--- src/rtl/avalon_mm_master_seq.sv ---
// Avalon-MM master sequencer.
// Accepts read/write commands into a small FIFO and issues them one at a
// time on an Avalon-MM master port. It honours waitrequest and handles a
// fixed read latency. Read data is returned on a single-cycle response
// strobe. A sticky error flag is raised when a slave stalls too long.
module avalon_mm_master_seq #(
  parameter int DEPTH        = 4,    // command FIFO entries, power of 2, >= 2
  parameter int READ_LATENCY = 0,    // 0..3 cycles from read acceptance to data
  parameter int TIMEOUT      = 255   // 1..255 stall cycles before giving up
) (
  input  logic        clk_i,
  input  logic        rst_ni,
  // command side
  input  logic        cmd_valid_i,
  output logic        cmd_ready_o,
  input  logic        cmd_write_i,
  input  logic [7:0]  cmd_addr_i,
  input  logic [31:0] cmd_wrdata_i,
  input  logic [3:0]  cmd_byte_en_i,
  // response / status
  output logic        rsp_valid_o,
  output logic [31:0] rsp_data_o,
  output logic        busy_o,
  output logic        err_o,
  input  logic        err_clr_i,
  // Avalon-MM master
  output logic        avm_read_o,
  output logic        avm_write_o,
  output logic        avm_cs_o,
  output logic [7:0]  avm_addr_o,
  output logic [3:0]  avm_byte_en_o,
  output logic [31:0] avm_writedata_o,
  input  logic [31:0] avm_readdata_i,
  input  logic        avm_waitrequest_i
);

  localparam int AW = (DEPTH > 1) ? $clog2(DEPTH) : 1;
  localparam logic [AW:0] FULL_CNT = (AW + 1)'(DEPTH);
  localparam logic [7:0]  TMO_LAST = 8'(TIMEOUT - 1);
  localparam logic [1:0]  LAT_INIT = (READ_LATENCY > 0) ? 2'(READ_LATENCY - 1) : 2'd0;

  // FIFO entry layout: {write, addr, wrdata, byte_en}
  localparam int EW = 1 + 8 + 32 + 4;

  typedef enum logic [1:0] {
    IDLE      = 2'd0,
    ISSUE     = 2'd1,
    WAIT_DATA = 2'd2,
    RESP      = 2'd3
  } state_e;

  state_e state_q;

  // FIFO storage and pointers
  logic [EW-1:0] fifo_mem [DEPTH];
  logic [EW-1:0] head_q;
  logic          head_vld_q;
  logic [AW-1:0] wr_ptr_q, wr_ptr_d;
  logic [AW-1:0] rd_ptr_q, rd_ptr_d;
  logic [AW:0]   count_q, count_d;

  // transaction registers
  logic        avm_read_q, avm_write_q, avm_cs_q;
  logic [7:0]  avm_addr_q;
  logic [3:0]  avm_byte_en_q;
  logic [31:0] avm_writedata_q;
  logic        rsp_valid_q;
  logic [31:0] rsp_data_q;
  logic [7:0]  stall_q;
  logic [1:0]  lat_q;
  logic        err_q;

  logic push;
  logic pop;
  logic timeout_hit;

  // head entry fields
  logic        head_write;
  logic [7:0]  head_addr;
  logic [31:0] head_wrdata;
  logic [3:0]  head_byte_en;

  assign {head_write, head_addr, head_wrdata, head_byte_en} = head_q;

  assign cmd_ready_o = (count_q != FULL_CNT);
  assign push        = cmd_valid_i && cmd_ready_o;
  // Timeout fires on the TIMEOUT-th consecutive stalled cycle of one command.
  assign timeout_hit = (state_q == ISSUE) && avm_waitrequest_i && (stall_q == TMO_LAST);
  // The head is retired when the slave accepts it or when it times out.
  assign pop         = (state_q == ISSUE) && (!avm_waitrequest_i || timeout_hit);

  // Next-state pointer and occupancy arithmetic for the command FIFO.
  always_comb begin
    wr_ptr_d = wr_ptr_q;
    rd_ptr_d = rd_ptr_q;
    count_d  = count_q;
    if (push) begin
      wr_ptr_d = wr_ptr_q + 1'b1;
    end
    if (pop) begin
      rd_ptr_d = rd_ptr_q + 1'b1;
    end
    if (push && !pop) begin
      count_d = count_q + 1'b1;
    end else if (!push && pop) begin
      count_d = count_q - 1'b1;
    end
  end

  // FIFO storage with registered head read, kept free of reset so it maps to RAM.
  always_ff @(posedge clk_i) begin
    if (push) begin
      fifo_mem[wr_ptr_q] <= {cmd_write_i, cmd_addr_i, cmd_wrdata_i, cmd_byte_en_i};
    end
    head_q <= fifo_mem[rd_ptr_q];
  end

  // FIFO pointer/count registers; head_vld marks head_q as a fresh copy of a real entry.
  always_ff @(posedge clk_i or negedge rst_ni) begin
    if (!rst_ni) begin
      wr_ptr_q   <= '0;
      rd_ptr_q   <= '0;
      count_q    <= '0;
      head_vld_q <= 1'b0;
    end else begin
      wr_ptr_q   <= wr_ptr_d;
      rd_ptr_q   <= rd_ptr_d;
      count_q    <= count_d;
      // Only trusted when sampled in IDLE, so a just-popped head is never reissued.
      head_vld_q <= (count_q != '0) && (state_q == IDLE);
    end
  end

  // Transaction sequencer: issue, stall/timeout handling, read latency and response.
  always_ff @(posedge clk_i or negedge rst_ni) begin
    if (!rst_ni) begin
      state_q         <= IDLE;
      avm_read_q      <= 1'b0;
      avm_write_q     <= 1'b0;
      avm_cs_q        <= 1'b0;
      avm_addr_q      <= '0;
      avm_byte_en_q   <= '0;
      avm_writedata_q <= '0;
      rsp_valid_q     <= 1'b0;
      rsp_data_q      <= '0;
      stall_q         <= '0;
      lat_q           <= '0;
    end else begin
      case (state_q)
        IDLE: begin
          if (head_vld_q && (count_q != '0)) begin
            avm_addr_q      <= head_addr;
            avm_writedata_q <= head_wrdata;
            // Reads always fetch the full word.
            avm_byte_en_q   <= head_write ? head_byte_en : 4'hF;
            avm_write_q     <= head_write;
            avm_read_q      <= !head_write;
            avm_cs_q        <= 1'b1;
            stall_q         <= '0;
            state_q         <= ISSUE;
          end
        end
        ISSUE: begin
          if (!avm_waitrequest_i) begin
            avm_read_q  <= 1'b0;
            avm_write_q <= 1'b0;
            avm_cs_q    <= 1'b0;
            if (avm_write_q) begin
              state_q <= IDLE;
            end else if (READ_LATENCY == 0) begin
              rsp_data_q  <= avm_readdata_i;
              rsp_valid_q <= 1'b1;
              state_q     <= RESP;
            end else begin
              lat_q   <= LAT_INIT;
              state_q <= WAIT_DATA;
            end
          end else if (timeout_hit) begin
            // Abandon the command silently; only the error flag records it.
            avm_read_q  <= 1'b0;
            avm_write_q <= 1'b0;
            avm_cs_q    <= 1'b0;
            state_q     <= IDLE;
          end else begin
            stall_q <= stall_q + 8'd1;
          end
        end
        WAIT_DATA: begin
          if (lat_q == 2'd0) begin
            rsp_data_q  <= avm_readdata_i;
            rsp_valid_q <= 1'b1;
            state_q     <= RESP;
          end else begin
            lat_q <= lat_q - 2'd1;
          end
        end
        RESP: begin
          rsp_valid_q <= 1'b0;
          state_q     <= IDLE;
        end
        default: begin
          state_q <= IDLE;
        end
      endcase
    end
  end

  // Sticky timeout flag; a new timeout takes priority over a clear in the same cycle.
  always_ff @(posedge clk_i or negedge rst_ni) begin
    if (!rst_ni) begin
      err_q <= 1'b0;
    end else if (timeout_hit) begin
      err_q <= 1'b1;
    end else if (err_clr_i) begin
      err_q <= 1'b0;
    end
  end

  assign avm_read_o      = avm_read_q;
  assign avm_write_o     = avm_write_q;
  assign avm_cs_o        = avm_cs_q;
  assign avm_addr_o      = avm_addr_q;
  assign avm_byte_en_o   = avm_byte_en_q;
  assign avm_writedata_o = avm_writedata_q;
  assign rsp_valid_o     = rsp_valid_q;
  assign rsp_data_o      = rsp_data_q;
  assign err_o           = err_q;
  assign busy_o          = (count_q != '0) || (state_q != IDLE);

endmodule

--- config.mk ---
export PLATFORM = sky130hd
export DESIGN_NAME = avalon_mm_master_seq
export DESIGN_NICKNAME = d
export VERILOG_FILES = /design/src/rtl/avalon_mm_master_seq.sv
export SDC_FILE = /design/constraint.sdc
export NUM_CORES = 1
export LEC_CHECK = 0
export ABC_AREA = 1
export BUFFER_PORTS_ARGS = -buffer_cell sky130_fd_sc_hd__buf_2
export CORE_AREA = 5 5 190 192
export CTS_BUF_LIST = sky130_fd_sc_hd__clkbuf_4 sky130_fd_sc_hd__clkbuf_8 sky130_fd_sc_hd__clkbuf_16
export CTS_CLUSTER_DIAMETER = 200
export DETAILED_ROUTE_END_ITERATION = 12
export DIE_AREA = 0 0 195 197
export GPL_TIMING_DRIVEN = 0
export PLACE_DENSITY = 0.58
export SETUP_SLACK_MARGIN = 0.3
export SLEW_MARGIN = 0
export SYNTH_ARGS = -nofsm -noshare
export SYNTH_HDL_FRONTEND = slang
export SYNTH_SLANG_ARGS = --single-unit
--- constraint.sdc ---
create_clock -name clk_i -period 4.91 [get_ports clk_i]
set_clock_uncertainty 0.2 [all_clocks]
set_input_delay 0.2455 -clock clk_i [delete_from_list [all_inputs] [get_ports clk_i]]
set_output_delay 0.2455 -clock clk_i [all_outputs]
set_load 0.005 [all_outputs]
# Word-level counts from Yosys, hierarchy flattened

Memory sizes are Yosys's and may differ from the RTL's. A register that Yosys moved wholly into a read port is not among the register bits.
Index checks and enable logic that the tools add are counted.

Register bits: 101
Bits in writable memories: 180
Input bits: 82
Output and inout port bits: 83
Logic and storage cells: 99
Memories: 1

$add $sub $neg: 6
Eq/ne operators: 12
Multiplexer cells: 33
Bitwise operators: 1
Reductions and logical operators: 30

Memories:

| memory   | depth | width | read ports | clocked after Yosys merged registers in | wr ports | line | RTL |
|---|---|---|---|---|---|---|---|
| fifo_mem | 4     | 45    | 1          | 1                                       | 1        | 55   | `logic [EW-1:0] fifo_mem [DEPTH];` |

Operators with widths:

| cell                | count |
|---|---|
| $mux 32             | 3 |
| $pmux 32 s2         | 1 |
| $mux 8              | 3 |
| $pmux 8 s2          | 1 |
| $mux 1              | 12 |
| $reduce_and 4->1    | 3 |
| $mux 2              | 5 |
| $ne 2x2->1 const B  | 5 |
| $reduce_bool 2->1   | 5 |
| $add 8x1->8 const B | 1 |
| $eq 8x8->1 const B  | 1 |
| $logic_and 1x1->1   | 8 |
| $pmux 2 s4          | 1 |
| $mux 3              | 2 |
| $ne 3x3->1 const B  | 2 |
| $pmux 1 s2          | 3 |
| $reduce_and 3->1    | 2 |
| $reduce_bool 3->1   | 2 |
| $add 2x1->2 const B | 2 |
| $eq 2x2->1 const B  | 2 |
| $logic_not 1->1     | 4 |
| $logic_not 2->1     | 2 |
| $mux 4              | 1 |
| $reduce_and 2->1    | 2 |
| other kinds (8)     | 9 |

# Depth between registers and ports, before layout

Word-level depth: 8
Depth in mapped cells: 13
Mapped depth without buffers: 13

# Least setup slack after synthesis

Ideal clock, no wire load.

Kind: flip-flop to flip-flop
Start point: reg count_q[0]
End point: mem fifo_mem[0][0] (netlist name) (enable)
Setup time: 448 ps
Arrival: 2577 ps
Required time: 4262 ps
Path slack: 1686 ps
Stages on the path, launching flop included: 5
Buffers on the path: 0
Period minus slack after synthesis: 3224 ps
Path through: dfrtp_1 -> nor2_1 -> nand2_1 -> nand2_1 -> nor2_1

Cells in the longest elaborated chain, start to end: 4

RTL lines:

| item                         | line | RTL |
|---|---|---|
| start: declaration           | 60   | `logic [AW:0] count_q, count_d;` |
| start signal: assignment     | 128  | `count_q <= count_d;` |
| $ne 3x3->1                   | 85   | `assign cmd_ready_o = (count_q != FULL_CNT);` |
| net cmd_ready_o              | 15   | `output logic cmd_ready_o,` |
| $logic_and 1x1->1            | 86   | `assign push = cmd_valid_i && cmd_ready_o;` |
| $mux 1                       | 112  | `if (push) begin` |
| $mux 1 (not written as such) | 113  | `fifo_mem[wr_ptr_q] <= {cmd_write_i, cmd_addr_i, cmd_wrdata_i, cmd_byte_en_i};` |
| end: declaration             | 55   |  |

The timed path passes the listed nets, and every way through them passes these cells.

# Final worst setup path

Start point: reg stall_q[0]
End point: reg count_q[1]

Cells in the longest elaborated chain, start to end: 7
Elaborated cells on any way between the ends: 9
Those cells by class: eq/ne: 1; mux: 1; reduce/logical: 7

RTL lines:

| item                     | line | RTL |
|---|---|---|
| start: declaration       | 69   | `logic [7:0] stall_q;` |
| start signal: assignment | 185  | `stall_q <= stall_q + 8'd1;` |
| $eq 8x8->1               | 88   | `assign timeout_hit = (state_q == ISSUE) && avm_waitrequest_i && (stall_q == TMO_LAST);` |
| $logic_and 1x1->1        | 88   |  |
| $logic_or 1x1->1         | 90   | `assign pop = (state_q == ISSUE) && (!avm_waitrequest_i \|\| timeout_hit);` |
| $logic_and 1x1->1        | 90   |  |
| $logic_not 1->1          | 103  | `if (push && !pop) begin` |
| $logic_and 1x1->1        | 103  |  |
| $mux 3                   | 103  |  |
| net count_d[1]           | 60   |  |

The timed path passes the listed nets, and every way through them passes these cells.
A chain may end at the register's enable or synchronous reset.

==> out/summary.txt <==
Initial Util -> 34.5%
CTS tree -> done
status -> complete, no violations
IO Pins -> 165
aggregate negative setup slack -> 0 ns
crit share post-route -> 53.2%
Worst-Margin Slew -> 0.919 ns
DR iter-0 viols -> 405
clk root buf -> clkbuf_16
post-synthesis mux area share -> 0.0954%
drt via density -> 4.60
hold crit path type -> primary input to async pin
Seq/Total Area, Yosys -> 74.8%
Placer Congestion -> 0.857
Syn Area/Cell -> 12.2 um^2
post-DP HPWL -> 18700 um
Final ANT Viol Nets -> 0
Clock Pin Slew Worst Setup and Hold Paths -> 0.05 ns
fin util -> 45.2%
xor/xnor share of the synthesized area -> 0.445%
adder-cell share of the synthesized area -> 1.02%
largest net degree at the start of global routing -> 63
port bufs -> 164
routed length per placed instance -> 16.4 um
number of global-route vias before repair -> 8221
Pleak -> 6.49 nW
placed instance count -> 1597
Fillers -> 3149
RSZ-0062 raised after global routing -> false
non-filler cells, final -> 1747
Pre-antenna DRT Iters -> 5
Die H -> 197 um
via count -> 8028
CTS Buf Count -> 37
Final Instance Area -> 0.0154 mm^2
Slew headroom -> 38.6%
Syn Nets -> 1062
total congestion overflow -> 0
fraction of layout cells with a size suffix above 1 -> 21.4%
Slew Viols, Final -> 0
Synth Area in Compound Gates -> 7.29%
post-cts resize count -> 0
final net count -> 1352
Startpoint Class -> flop
Crit Path Max Fanout -> 5
Yosys cell types -> 37
Final min period -> 2.61 ns
Cells after Synth -> 971
worst-skew pair later-pin latency -> 0.52 ns
Fmax -> 0.383 GHz
final WL -> 28700 um
clock sink count -> 326
core box area -> 0.0342 mm^2
# setup viols final -> 0
die width -> 195 um
All-Layer GR Usage -> 14.8%
most frequent cells in the layout -> nand2_1, edfxtp_1, buf_2
first-pass GRT wire length -> 45500 um
power per cell area -> 622 mW/mm^2
worst vdd ir -> 283 uV
Residual DRC -> 0
Synth Register Bits -> 326
initial antenna violation count -> 2
WS Path Type -> flop to flop
CP required -> 5.10 ns
Arr. time, crit path -> 2.81 ns
main combinational cell family by area after synthesis -> simple AND/OR/NAND/NOR gates
htree depth -> 2
synth warn -> 0
Final Hold Fails -> 0
most common cell after layout, fill and taps aside -> nand2_1
cell area after synthesis -> 0.0118 mm^2
simple logic cell fraction of the synthesized area -> 13.4%
synthesis-to-finish area growth -> 30.8%
placed inst area -> 0.0134 mm^2
hold_ws -> 0.0915 ns
max_cap viols -> 0
Die ar. -> 0.0384 mm^2
Worst setup EP type -> flop
Max clock buf depth -> 3
# rows -> 68
-- cells by family (layout without fill, tap and decap cells) --
logic type,Yosys count,count (layout)
XOR/XNOR,6,6
multiplexers,1,1
AND/OR/NAND/NOR,394,394
flip-flops,326,326
other,0,2
buffers and inverters,77,396
AO/OA/AOI/OAI,158,158
adder cells (fa/ha/maj),9,9
-- metal layers --
metal,vias to the layer above,GRT usage [%],share of wire (%)
met5,-,0,0
met4,0,3.98,2.0
met3,44,3.06,5.4
met2,229,25.0,48
met1,3831,19.6,45
li1,3924,-,-
-- critical path: stages (launching register included) --
cell,delay (ns)
dfrtp_1,0.41
inv_1,0.09
ha_1,0.14
nand2_1,0.05
nor2_1,0.16
nand3_2,0.15
nand2_1,0.25
inv_1,0.07
ha_1,0.18
inv_1,0.09
fa_1,0.42
mux2_2,0.27
-- synth_stat cells (all sizes together) --
cell type	n	share of area, %
xor2	5	0.37
nand2	237	7.7
a21oi	4	0.17
buf	18	1.0
a31oi	1	0.053
fa	1	0.17
clkbuf	30	0.96
o21bai	1	0.064
mux2	1	0.095
clkinv	1	0.042
o211ai	1	0.064
nand3b	2	0.16
edfxtp	180	46
o21ai	105	4.5
nor2	113	3.6
inv	28	0.89
nand3	39	1.8
dfxtp	45	7.6
or2	1	0.053
a31o	1	0.074
xnor2	1	0.074
o22ai	45	2.4
nand4	1	0.053
ha	8	0.85
dfrtp	101	21
nor3b	1	0.064
-- stage by stage --
stage | power (mW) | setup WS, ns
floorplan | 5.70 | 1.69
global route | 10.3 | 2.10
detailed placement | 6.92 | 2.30
finish | 9.61 | 2.30
global placement | 6.82 | -0.170
CTS | 9.76 | 2.27
-- sequential cells by signal, summed over array words and instances, names as in the netlist, 2 cells and up --
| name | count |
|---|---|
| avm_writedata_o | 32 |
| head_q | 45 |
| fifo_mem | 180 |
| wr_ptr_q | 2 |
| rsp_data_o | 32 |
| state_q | 2 |
| lat_q | 2 |
| count_q | 3 |
| avm_byte_en_o | 4 |
| rd_ptr_q | 2 |
| stall_q | 8 |
| avm_addr_o | 8 |
-- worst paths after layout --
check                                endpoint  slack, ns         from  depth (start not counted)
setup reg to reg                   count_q[1]       2.30   stall_q[0]                         11
hold / removal                 rsp_data_o[14]       0.09       rst_ni                          2
setup / recovery                   count_q[1]       2.30   stall_q[0]                         11
max in group asynchronous  avm_writedata_o[6]       3.69       rst_ni                          3
hold reg to reg                 avm_addr_o[0]       0.22   head_q[36]                          2
min in group clk_i                wr_ptr_q[0]       0.14  cmd_valid_i                          3
-- what timing repair did --
| item | 4_1_cts | 5_1_grt |
|---|---|---|
| endpoints found under the hold margin | 255 | 0 |
| setup buffers | 0 | 0 |
| hold buffers | 80 | 0 |
-- where the power goes --
part	leakage, nW	switching, mW	internal (mW)	total [mW]
logic	2.58	1.74	0.989	2.73
registers	3.28	0.329	3.81	4.13
clock network	0.625	1.06	1.68	2.74
total	6.49	3.14	6.47	9.61
-- layout make-up --
cell class	count	area (um^2)	share of cell area, %
inverters	29	110	0.713
well taps	455	569	3.69
diodes	2	5.00	0.0324
multi-input cells	568	2660	17.2
clock inverters	12	144	0.932
plain buffers	48	233	1.51
flip-flops and latches	326	8830	57.2
clock buffers	56	1100	7.15
repair buffers	251	1790	11.6
Power figures use the tool's default switching activity.
